`config.mk`:
```
export PLATFORM = sky130hd
export DESIGN_NAME = match_unit
export DESIGN_NICKNAME = d
export VERILOG_FILES = /design/src/rtl/match_unit_pkg.sv /design/src/rtl/match_unit.sv
export SDC_FILE = /design/constraint.sdc
export NUM_CORES = 1
export LEC_CHECK = 0
export BUFFER_PORTS_ARGS = -buffer_cell sky130_fd_sc_hd__buf_2
export CORE_UTILIZATION = 55
export CTS_BUF_LIST = sky130_fd_sc_hd__clkbuf_4
export DETAILED_ROUTE_END_ITERATION = 6
export PLACE_DENSITY_LB_ADDON = 0.05
export SYNTH_ARGS = -nofsm -noshare
export SYNTH_HDL_FRONTEND = slang
export SYNTH_SLANG_ARGS = --single-unit
export TNS_END_PERCENT = 1
```
`constraint.sdc`:
```
create_clock -name clk -period 6.3 [get_ports clk]
set_input_delay 0.63 -clock clk [delete_from_list [all_inputs] [get_ports clk]]
set_output_delay 0.63 -clock clk [all_outputs]
set_load 0.02 [all_outputs]
```
`src/rtl/match_unit_pkg.sv`:
```
// Shared constants, state encoding and window helper
// for the match_unit byte-pattern search.
package match_unit_pkg;

    localparam int unsigned MATCH_RES_WD = 32;
    localparam logic [MATCH_RES_WD-1:0] MATCH_NONE = 32'hFFFF_FFFF;
    localparam logic [4:0] MATCH_LAST_POS = 5'd24;

    typedef enum logic [1:0] {
        MATCH_IDLE = 2'd0,
        MATCH_SCAN = 2'd1,
        MATCH_DONE = 2'd2
    } match_state_e;

    function automatic logic [7:0] window_at(
        input logic [31:0] data,
        input logic [4:0]  pos
    );
        return 8'(data >> pos);
    endfunction

endpackage

```
`src/rtl/match_unit.sv`:
```
// Multi-cycle byte-pattern search for the EX stage: one 8-bit
// window per cycle, lowest matching bit position wins.
module match_unit
    import match_unit_pkg::*;
(
    input  logic                    clk,
    input  logic                    rst,
    input  logic                    start_i,
    input  logic                    cancel_i,
    input  logic [7:0]              pattern_i,
    input  logic [31:0]             data_i,
    output logic [MATCH_RES_WD-1:0] result_o,
    output logic                    ready_o,
    output logic                    stallreq_o
);

    match_state_e state;
    logic [4:0]   idx;
    logic [7:0]   pattern_q;
    logic [31:0]  data_q;
    logic         hit;
    logic         accept;

    assign hit    = window_at(data_q, idx) == pattern_q;
    assign accept = (state == MATCH_IDLE) & start_i & ~cancel_i;

    // Low in DONE so the stalled op advances while capturing the result.
    assign stallreq_o = accept | (state == MATCH_SCAN);

    always_ff @(posedge clk) begin
        if (rst) begin
            state     <= MATCH_IDLE;
            idx       <= '0;
            pattern_q <= '0;
            data_q    <= '0;
            result_o  <= '0;
            ready_o   <= 1'b0;
        end else begin
            ready_o <= 1'b0;
            unique case (state)
                MATCH_IDLE: begin
                    if (accept) begin
                        pattern_q <= pattern_i;
                        data_q    <= data_i;
                        idx       <= '0;
                        state     <= MATCH_SCAN;
                    end
                end
                MATCH_SCAN: begin
                    if (cancel_i) begin
                        state <= MATCH_IDLE;
                    end else if (hit) begin
                        result_o <= {27'd0, idx};
                        ready_o  <= 1'b1;
                        state    <= MATCH_DONE;
                    end else if (idx == MATCH_LAST_POS) begin
                        result_o <= MATCH_NONE;
                        ready_o  <= 1'b1;
                        state    <= MATCH_DONE;
                    end else begin
                        idx <= idx + 5'd1;
                    end
                end
                MATCH_DONE: begin
                    state <= MATCH_IDLE;
                end
                default: begin
                    state <= MATCH_IDLE;
                end
            endcase
        end
    end

endmodule

```
==> results.sh <==
export IMPL_drive_above_1_share=0.2771
export IMPL_dp_hpwl_um=6721
export IMPL_grt_max_degree=48
export IMPL_synthDistinctLibCells=63
export IMPL_htree_levels=2
export IMPL_grt_setup_unrepaired="false"
export IMPL_ys_flop_type="dfxtp_1"
export IMPL_drt_pass1_iter_count=5
export IMPL_cts_setup_buffers=0
export IMPL_grt_pass1_vias=2990
export IMPL_row_count=30
export IMPL_synth_edf_count=0
export IMPL_area_growth_pct=5.039
export IMPL_via_per_inst=6.109
export IMPL_mappedNetlistArea_um2=3973
export IMPL_async_flop_share=0
export IMPL_start_util=0.5783
export IMPL_synth_seq_cells=54
export IMPL_vdd_drop_max_v=0.00008857
export IMPL_grt_pass1_wl_um=15350
export IMPL_cts_tree="yes"
export IMPL_antenna_cells=0
export IMPL_ctsResizeCount=0
export IMPL_p_leak_uw=0.001598
export IMPL_first_iter_violations=255
export IMPL_die_area_um2=7566
export IMPL_powerDensity_nw_per_um2=156.6
export IMPL_worst_pin_slew_ns=0.9568
export IMPL_timing_hold_ws_ns=0.4655
export IMPL_final_max_slew_viol_count=0
export IMPL_grt_ovfl_total=0
export IMPL_cts_reportedPaths_clkPinSlew_ns=0.16
export IMPL_nNetsFinal=507
export IMPL_grt_use_total=0.2625
export IMPL_portBuffers=77
export IMPL_max_slew_margin=0.3613
export IMPL_clk_path_buf_depth=2
export IMPL_syn_inst=434
export IMPL_fin_skew_ns=0.01430
export IMPL_crit_path_start_kind="flop"
export IMPL_cap_violations=0
export IMPL_hold_path_class="in2reg"
export IMPL_die_w_um=86.99
export IMPL_synth_avg_cell_area_um2=9.153
export IMPL_hold_viol_final=0
export IMPL_setup_viol=0
export IMPL_worstPathRequired_ns=6.59
export IMPL_pin_count=78
export IMPL_tns_ns=0
export IMPL_clk_latency_ns=0.38
export IMPL_status="finished, final reports clean"
export IMPL_drtAntennaViolNets=0
export IMPL_clock_sinks=54
export IMPL_min_period_over_period=0.6010
export IMPL_vias=3409
export IMPL_drt_wl_total_um=9458
export IMPL_cp_max_fo=30
export IMPL_ys_warn_count=0
export IMPL_clock_root_buffer="clkbuf_4"
export IMPL_die_h_um=86.99
export IMPL_synth_nets=480
export IMPL_endpoint_kind="flop"
export IMPL_core_area_um2=6869
export IMPL_max_freq_mhz=264.1
export IMPL_drc=0
export IMPL_avgRoutedWirePerCell_um=16.95
export IMPL_min_period_ns=3.786
export IMPL_ctsHoldBuffers=0
export IMPL_worst_setup_path_type="reg2reg"
export IMPL_grt_antenna_before_repair=0
export IMPL_reg2reg_slack_ns=2.51
export IMPL_gp_congestion=0.8845
export IMPL_numCtsBuffers=5
export IMPL_cp_arrival_ns=4.07
export IMPL_ys_seq_area_frac=0.2721
export IMPL_fill_cells=644
[logic make-up (layout without fill, tap and decap cells)]
logic type      after synthesis  after routing  share of synthesized area
mux                          58             58                     0.2643
buf+inv                      69             97                     0.1087
simple gates                153            153                     0.1789
fa+ha+maj                     2              2                   0.006298
flops                        54             54                     0.2721
compound gates               93             93                     0.1587
xor+xnor                      5              5                    0.01103
[layer usage]
metal	track usage	vias up	wire length, um
met5	0	-	0
met4	0.07727	0	166
met3	0.02844	17	545
met2	0.4245	145	4483
met1	0.3719	1615	4262
li1	-	1632	-
[final timing paths]
| check | from | end | cells after the start |
|---|---|---|---|
| worst min-delay path | pattern_i[4] | pattern_q[4] | 3 |
| worst min register to register | data_q[0] | data_q[0] | 2 |
| worst max-delay path | idx[1] | idx[2] | 10 |
| worst max register to register | idx[1] | idx[2] | 10 |
[cell type report]
type                       instances  area, um2  share of cell area
clock buffer                       5      37.54            0.008996
clock inverter                     3      16.27            0.003898
inverter                           7      26.28            0.006297
multi-input combinational        311       2466              0.5910
sequential                        54       1084              0.2597
tap                               96      120.1             0.02879
timing repair buffer              82      422.9              0.1013
[synthesized netlist by cell type, types with 3 or more instances]
cell type,n,share of area
inv_1,4,0.0038
clkbuf_1,20,0.019
and3_1,3,0.0047
a32o_1,5,0.013
buf_4,27,0.051
mux2i_1,22,0.055
xor2_1,3,0.0066
buf_6,6,0.017
or3_1,3,0.0047
dfxtp_1,54,0.27
nand2_1,92,0.087
nor2_1,14,0.013
nor3b_1,3,0.0057
o21ai_0,3,0.0038
buf_2,8,0.010
o221a_1,5,0.014
a21oi_1,47,0.059
nand2b_1,6,0.0094
o22ai_1,3,0.0047
nand3_1,11,0.014
mux4_2,27,0.15
mux4_1,8,0.053
nand3b_1,4,0.0076
o211a_1,3,0.0076
and2_1,4,0.0063
[registers in the layout (all words and copies together), names as in the netlist]
register and flops:
state 2, result_o 6, pattern_q 8, idx 5
ready_o 1, data_q 32
[per-stage QoR]
| stage | power (uW) | instances | setup slack (ns) | utilization | instance area, um2 |
|---|---|---|---|---|---|
| 2_1_floorplan | 474.1 | 434 | 3.472 | - | 3973 |
| 3_3_place_gp | 506.6 | 550 | 2.671 | 0.5996 | 4119 |
| 3_5_place_dp | 508.1 | 550 | 2.589 | 0.5996 | 4119 |
| 4_1_cts | 661.5 | 558 | 2.555 | 0.6075 | 4173 |
| 5_1_grt | 687.4 | 558 | 2.204 | 0.6075 | 4173 |
| 6_report | 653.3 | 558 | 2.514 | 0.6075 | 4173 |
[power breakdown]
part	leakage, uW	switching (uW)	internal [uW]	total (uW)
clock network	0.0000303	110	42.1	153
registers	0.000441	23.6	356	380
logic	0.00113	63.3	57.6	121
total	0.00160	197	456	653
[worst max-delay path: stages, from the launching register on]
cell	delay [ns]
dfxtp_2	0.68
buf_4	0.46
mux4_2	0.57
and2_1	0.17
a2111oi_0	0.50
or4_1	0.19
nand3_1	0.08
nor4_2	0.28
a21o_1	0.32
nor3b_1	0.11
o31a_1	0.32
[placed cells by master (no fill, tap or decap), drive strengths merged, types with 5 or more instances in the layout]
cell type	instances
inv	5
a21oi	48
nand2	92
o221a	5
mux2i	22
clkbuf	5
nor2	14
nand3	11
dfxtp	54
o21ai	5
mux4	35
buf	82
clkinv	5
nand2b	6
a32o	5
Note: power is estimated with default switching activity, not from simulation.
